$ cat src/rtl/decoder_pkg.sv
// cpuConfig: shared widths and encodings for the picoMIPS opcode and ALU select.
// Latency: n/a (types and constants only).
// Backpressure: n/a.
package cpuConfig;

  localparam int A_SIZE = 2;
  localparam int O_SIZE = 3;

  typedef enum logic [O_SIZE-1:0] {
    MOV  = 3'd0,
    ADD  = 3'd1,
    ADDI = 3'd2,
    SUB  = 3'd3,
    SUBI = 3'd4,
    MUL  = 3'd5,
    MULI = 3'd6,
    LDS  = 3'd7
  } opCode_t;

  typedef enum logic [A_SIZE-1:0] {
    ALU_ADD   = 2'd0,
    ALU_SUB   = 2'd1,
    ALU_MUL   = 2'd2,
    ALU_PASSB = 2'd3
  } aluFunc_t;

endpackage

$ cat src/rtl/decoder_if.sv
// decoder_if: opcode/switch inputs and decoded control outputs of the picoMIPS decoder.
// Latency: n/a (wires only).
// Backpressure: none; the decoder stalls the PC itself through pcInc.
//   master: drives opCode, demoSwitch; reads aluFunc, aluImmediate, immSwitches, pcInc
//   slave : the decoder side, opposite directions
interface decoder_if;
  import cpuConfig::*;

  opCode_t  opCode;
  logic     demoSwitch;
  aluFunc_t aluFunc;
  logic     aluImmediate;
  logic     immSwitches;
  logic     pcInc;

  modport master (
    output opCode, demoSwitch,
    input  aluFunc, aluImmediate, immSwitches, pcInc
  );

  modport slave (
    input  opCode, demoSwitch,
    output aluFunc, aluImmediate, immSwitches, pcInc
  );

endinterface

$ cat src/rtl/decoder_sync2.sv
// sync2: two-flop synchronizer bringing an asynchronous level into the clk domain.
// Latency: 2 clk edges from d to q.
// Backpressure: none.
//   clk in, nReset in (async active-low, clears both flops), d in (async), q out
module sync2 (
  input  logic clk,
  input  logic nReset,
  input  logic d,
  output logic q
);

  logic r_meta;
  logic r_sync;

  always_ff @(posedge clk or negedge nReset) begin
    if (!nReset) begin
      r_meta <= 1'b0;
      r_sync <= 1'b0;
    end else begin
      r_meta <= d;
      r_sync <= r_meta;
    end
  end

  assign q = r_sync;

endmodule

$ cat src/rtl/decoder.sv
// decoder: picoMIPS opcode -> ALU select, B-operand source, immediate source, PC enable.
// Latency: outputs combinational from opCode; demo switch seen 2 clks after it moves.
// Backpressure: LDS holds pcInc low until a fresh synchronized switch press.
//   clk in, nReset in (async active-low)
//   bus (decoder_if.slave): opCode, demoSwitch in; aluFunc, aluImmediate, immSwitches, pcInc out
module decoder
  import cpuConfig::*;
(
  input  logic       clk,
  input  logic       nReset,
  decoder_if.slave   bus
);

  logic     w_demoSync;
  logic     w_ldsGo;
  logic     r_armed;
  aluFunc_t w_aluFunc;
  logic     w_aluImmediate;
  logic     w_immSwitches;
  logic     w_pcInc;

  sync2 u_sync2 (
    .clk    (clk),
    .nReset (nReset),
    .d      (bus.demoSwitch),
    .q      (w_demoSync)
  );

  // Only the synchronized switch feeds the outputs, so a bouncing raw input
  // can never glitch pcInc.
  assign w_ldsGo = w_demoSync & r_armed;

  // armed re-arms whenever the switch is seen released; it is consumed by the
  // LDS that completes, so holding the switch down cannot run several LDSs.
  always_ff @(posedge clk or negedge nReset) begin
    if (!nReset) begin
      r_armed <= 1'b1;
    end else if (!w_demoSync) begin
      r_armed <= 1'b1;
    end else if (bus.opCode == LDS && w_ldsGo) begin
      r_armed <= 1'b0;
    end
  end

  always_comb begin
    // Defaults are the MOV decode, which also covers unknown opcodes.
    w_aluFunc      = ALU_PASSB;
    w_aluImmediate = 1'b0;
    w_immSwitches  = 1'b0;
    w_pcInc        = 1'b1;
    case (bus.opCode)
      MOV:  w_aluFunc = ALU_PASSB;
      ADD:  w_aluFunc = ALU_ADD;
      ADDI: begin
        w_aluFunc      = ALU_ADD;
        w_aluImmediate = 1'b1;
      end
      SUB:  w_aluFunc = ALU_SUB;
      SUBI: begin
        w_aluFunc      = ALU_SUB;
        w_aluImmediate = 1'b1;
      end
      MUL:  w_aluFunc = ALU_MUL;
      MULI: begin
        w_aluFunc      = ALU_MUL;
        w_aluImmediate = 1'b1;
      end
      LDS: begin
        w_aluFunc      = ALU_PASSB;
        w_aluImmediate = 1'b1;
        w_immSwitches  = 1'b1;
        w_pcInc        = w_ldsGo;
      end
      default: begin
        w_aluFunc = ALU_PASSB;
        w_pcInc   = 1'b1;
      end
    endcase
  end

  assign bus.aluFunc      = w_aluFunc;
  assign bus.aluImmediate = w_aluImmediate;
  assign bus.immSwitches  = w_immSwitches;
  assign bus.pcInc        = w_pcInc;

endmodule

$ cat src/flat_wrapper.sv
// flat-port wrapper written by rule: the top's interface ports become plain ports
module decoder_flat import cpuConfig::*;
  (clk, nReset, bus_opCode, bus_demoSwitch, bus_aluFunc, bus_aluImmediate, bus_immSwitches, bus_pcInc);
  decoder_if bus_i ();
  input  logic clk;
  input  logic nReset;
  input wire logic [$bits(bus_i.opCode)-1:0] bus_opCode;
  input wire logic [$bits(bus_i.demoSwitch)-1:0] bus_demoSwitch;
  output wire logic [$bits(bus_i.aluFunc)-1:0] bus_aluFunc;
  output wire logic [$bits(bus_i.aluImmediate)-1:0] bus_aluImmediate;
  output wire logic [$bits(bus_i.immSwitches)-1:0] bus_immSwitches;
  output wire logic [$bits(bus_i.pcInc)-1:0] bus_pcInc;
  assign bus_i.opCode = bus_opCode;
  assign bus_i.demoSwitch = bus_demoSwitch;
  assign bus_aluFunc = bus_i.aluFunc;
  assign bus_aluImmediate = bus_i.aluImmediate;
  assign bus_immSwitches = bus_i.immSwitches;
  assign bus_pcInc = bus_i.pcInc;
  decoder u_core (.clk(clk), .nReset(nReset), .bus(bus_i));
endmodule
$ cat config.mk
export PLATFORM = sky130hd
export DESIGN_NAME = decoder_flat
export DESIGN_NICKNAME = d
export VERILOG_FILES = /design/src/rtl/decoder_pkg.sv /design/src/rtl/decoder_if.sv /design/src/rtl/decoder_sync2.sv /design/src/rtl/decoder.sv /design/src/flat_wrapper.sv
export SDC_FILE = /design/constraint.sdc
export NUM_CORES = 1
export LEC_CHECK = 0
export CORE_AREA = 10 10 47 49
export CTS_CLUSTER_DIAMETER = 30
export DETAILED_ROUTE_END_ITERATION = 7
export DIE_AREA = 0 0 57 59
export GPL_TIMING_DRIVEN = 0
export PLACE_DENSITY = 0.39
export SYNTH_ARGS = -nofsm -noshare
export SYNTH_HDL_FRONTEND = slang
export SYNTH_SLANG_ARGS = --single-unit
$ cat constraint.sdc
create_clock -name clk -period 1.5 [get_ports clk]
set_input_delay 0.3 -clock clk [delete_from_list [all_inputs] [get_ports clk]]
set_output_delay 0.3 -clock clk [all_outputs]
set_load 0.1 [all_outputs]
==> results.yml <==
power_and_ir_drop:
  p_leak_nw: 0.151
  powerDensity_nw_per_um2: 1120
  finalPower_uw: 363
  irDropWorstVdd_mv: 0.399
route:
  via_count: 147
  vias_per_cell: 3.42
  met2_length_um: 182
  dr.pass1.iters: 4
  wl_um: 468
  drt_iter0_markers: 3
  drc: 0
  ant_nets: 0
  dr.max_layer_used: "met3"
  wl_met3_um: 58
  routedLengthMet1_um: 227
  wire_per_inst_um: 10.9
cts:
  cts_sinks: 3
  cts_root_buf: "clkbuf_4"
  clock_path_buffers: 2
  cts_tree: "done"
  postCtsSetupRepairBufs: 0
  cts_max_level: 1
  cts-buffers-inserted: 3
  clk_pin_slew_worst_paths_ns: 0.04
  clkLatencyLatePin_ns: 0.23
  cts_hold_buffers: 0
timing:
  finalSetupTns_ns: 0
  whs_ns: 0.250
  period_share_pct: 96.3
  max_freq_ghz: 0.693
  setup_ws_ns: 0.0561
  rsz0062_at_grt: "no"
  final_hold_viol_count: 0
  layout_min_cycle_time_ns: 1.44
  slew_headroom_pct: 81.5
  finalSetupViolations: 0
  slew_viol_final: 0
  tightest_slew_ns: 0.280
  skew_ns: 0.00397
worst_setup_path:
  cp.required_ns: 1.20
  reg2reg_slack_ns: 0.75
  crit_path_end_kind: "primary output"
  r2r_end: "u_core.r_armed"
  arrival_ns: 1.14
  crit_type: "in2out"
  crit_slowest_cell: "maj3_2"
  crit_fanout: 4
  worst_path_dominant_cell_family: "buffers and inverters"
  crit_path_start_kind: "primary input"
  max_stage_delay_ns: 0.30
  critPathBufInv: 3
  crit_chain: "clkdlybuf4s15_2, inv_2, maj3_2, buf_4"
  r2r-start: "u_core.r_armed"
  worst_r2r_path_depth: 2
yosys:
  ys.flop_type: "dfrtp_1"
  synthArstFlopShare_pct: 100
  synth_top_cell_by_area: "dfrtp_1"
  avgSynthCellArea_um2: 10.8
  ys_seq_area_share_pct: 54.5
  syn-num-nets: 19
  synthCells: 13
  netlist.area_leader.share_pct: 35.7
  yosys_warnings: 0
  yosys-top-cells-area: "dfrtp_1 (36%), dfstp_2 (19%), maj3_2 (8.0%), o21ai_2 (6.3%), xnor2_1 (6.3%)"
  ys_types: 11
  syn_area_um2: 140
  synth_common_cells: "dfrtp_1 (2), nand2_1 (2)"
  ys_seq_elements: 3
  synth_edf_count: 0
final_layout:
  drive_gt1_share_pct: 74.1
  fin_nets: 34
  syn2layout_area_growth_pct: 132
  antennaDiodeCount: 0
  final_cells: 43
  fillers: 150
global_routing:
  antenna_found_initial: 0
  grt_overflow_total: 0
  grt_pass1_vias: 183
  grt.total_usage_pct: 3.55
  grt_max_degree: 5
  grt_pass1_wl_um: 869
placement:
  dp.cells: 39
  place_congestion: 0.696
  hpwl_um: 394
  dp_slack_ns: -1.23
  io_buffers: 10
die:
  start_util_pct: 10.0
  die_w_um: 57
  io_pins: 11
  core_um2: 1400
  row_count: 14
  dieArea_um2: 3360
  die_y_um: 59
flow_run:
  maxCapViolCount: 0
outcome:
  status: "finished clean"
min_path:
  hold_class: "in2async"
[timing repair]
item	in CTS	in global routing
gates resized for setup	42	4
endpoints found under the setup margin	5	4
gates cloned	0	0
[where the power goes]
group	internal (mW)	switching (mW)
clock	0.0996	0.0404
combinational	0.0387	0.0960
sequential	0.0866	0.00208
total	0.225	0.139
[final cells by class]
class	instances	area, um2	share of cell area (%)
Multi-Input combinational cell	8	101	31.2
Tap cell	16	20.0	6.15
Sequential cell	3	76.3	23.5
Clock buffer	4	26.3	8.08
Timing Repair Buffer	10	93.8	28.8
Inverter	2	7.51	2.31
[sequential cells by signal (all words and copies together) (netlist names)]
signal,count
u_core.r_armed,1
u_core.u_sync2.q,1
u_core.u_sync2.r_meta,1
[cell families after synthesis]
logic type | synth area share [%]
compound gates | 6.25
xor+xnor | 12.5
flops | 54.5
simple gates | 13.4
fa+ha+maj | 8.04
buf+inv | 5.35
[worst max-delay path by stage]
stage / start / end / slack, ns / cells past startpoint
final: bus_opCode[0] / bus_aluImmediate / 0.06 / 4
after floorplan: bus_opCode[1] / bus_aluFunc[0] / -0.02 / 1
after global routing: bus_opCode[0] / bus_aluImmediate / 0.01 / 4
after global placement: bus_opCode[1] / bus_aluFunc[1] / -1.19 / 4
after CTS: u_core.r_armed / bus_pcInc / 0.00006 / 3
after detailed placement: bus_opCode[0] / bus_aluFunc[1] / -1.23 / 4
[worst reg2reg max path: stages (launching register included)]
cell and delay (ns):
dfstp_2 0.52, inv_1 0.05, o21ai_2 0.12
[metal layers]
metal	vias to the layer above	track usage (%)
li1	68	-
met1	68	3.58
met2	11	4.19
met3	0	3.43
met4	0	3.02
met5	-	0
[placed cells by master (no fill, tap or decap), drive strengths merged]
cell | netlist | routed
xnor2 | 1 | 1
buf | 0 | 5
dfstp | 1 | 1
dfrtp | 2 | 2
nor2 | 1 | 1
inv | 2 | 2
and3 | 1 | 1
clkdlybuf4s15 | 0 | 1
nand2 | 2 | 2
o21ai | 1 | 1
maj3 | 1 | 1
clkbuf | 0 | 6
clkdlybuf4s50 | 0 | 2
xor2 | 1 | 1
[metrics by stage]
step / instance area (um2) / utilization [%]
final: 325 / 23.2
after floorplan: 174 / -
after CTS: 330 / 23.6
after global routing: 325 / 23.2
after detailed placement: 294 / 21.0
after global placement: 294 / 21.0
(Power assumes the default switching activity.)
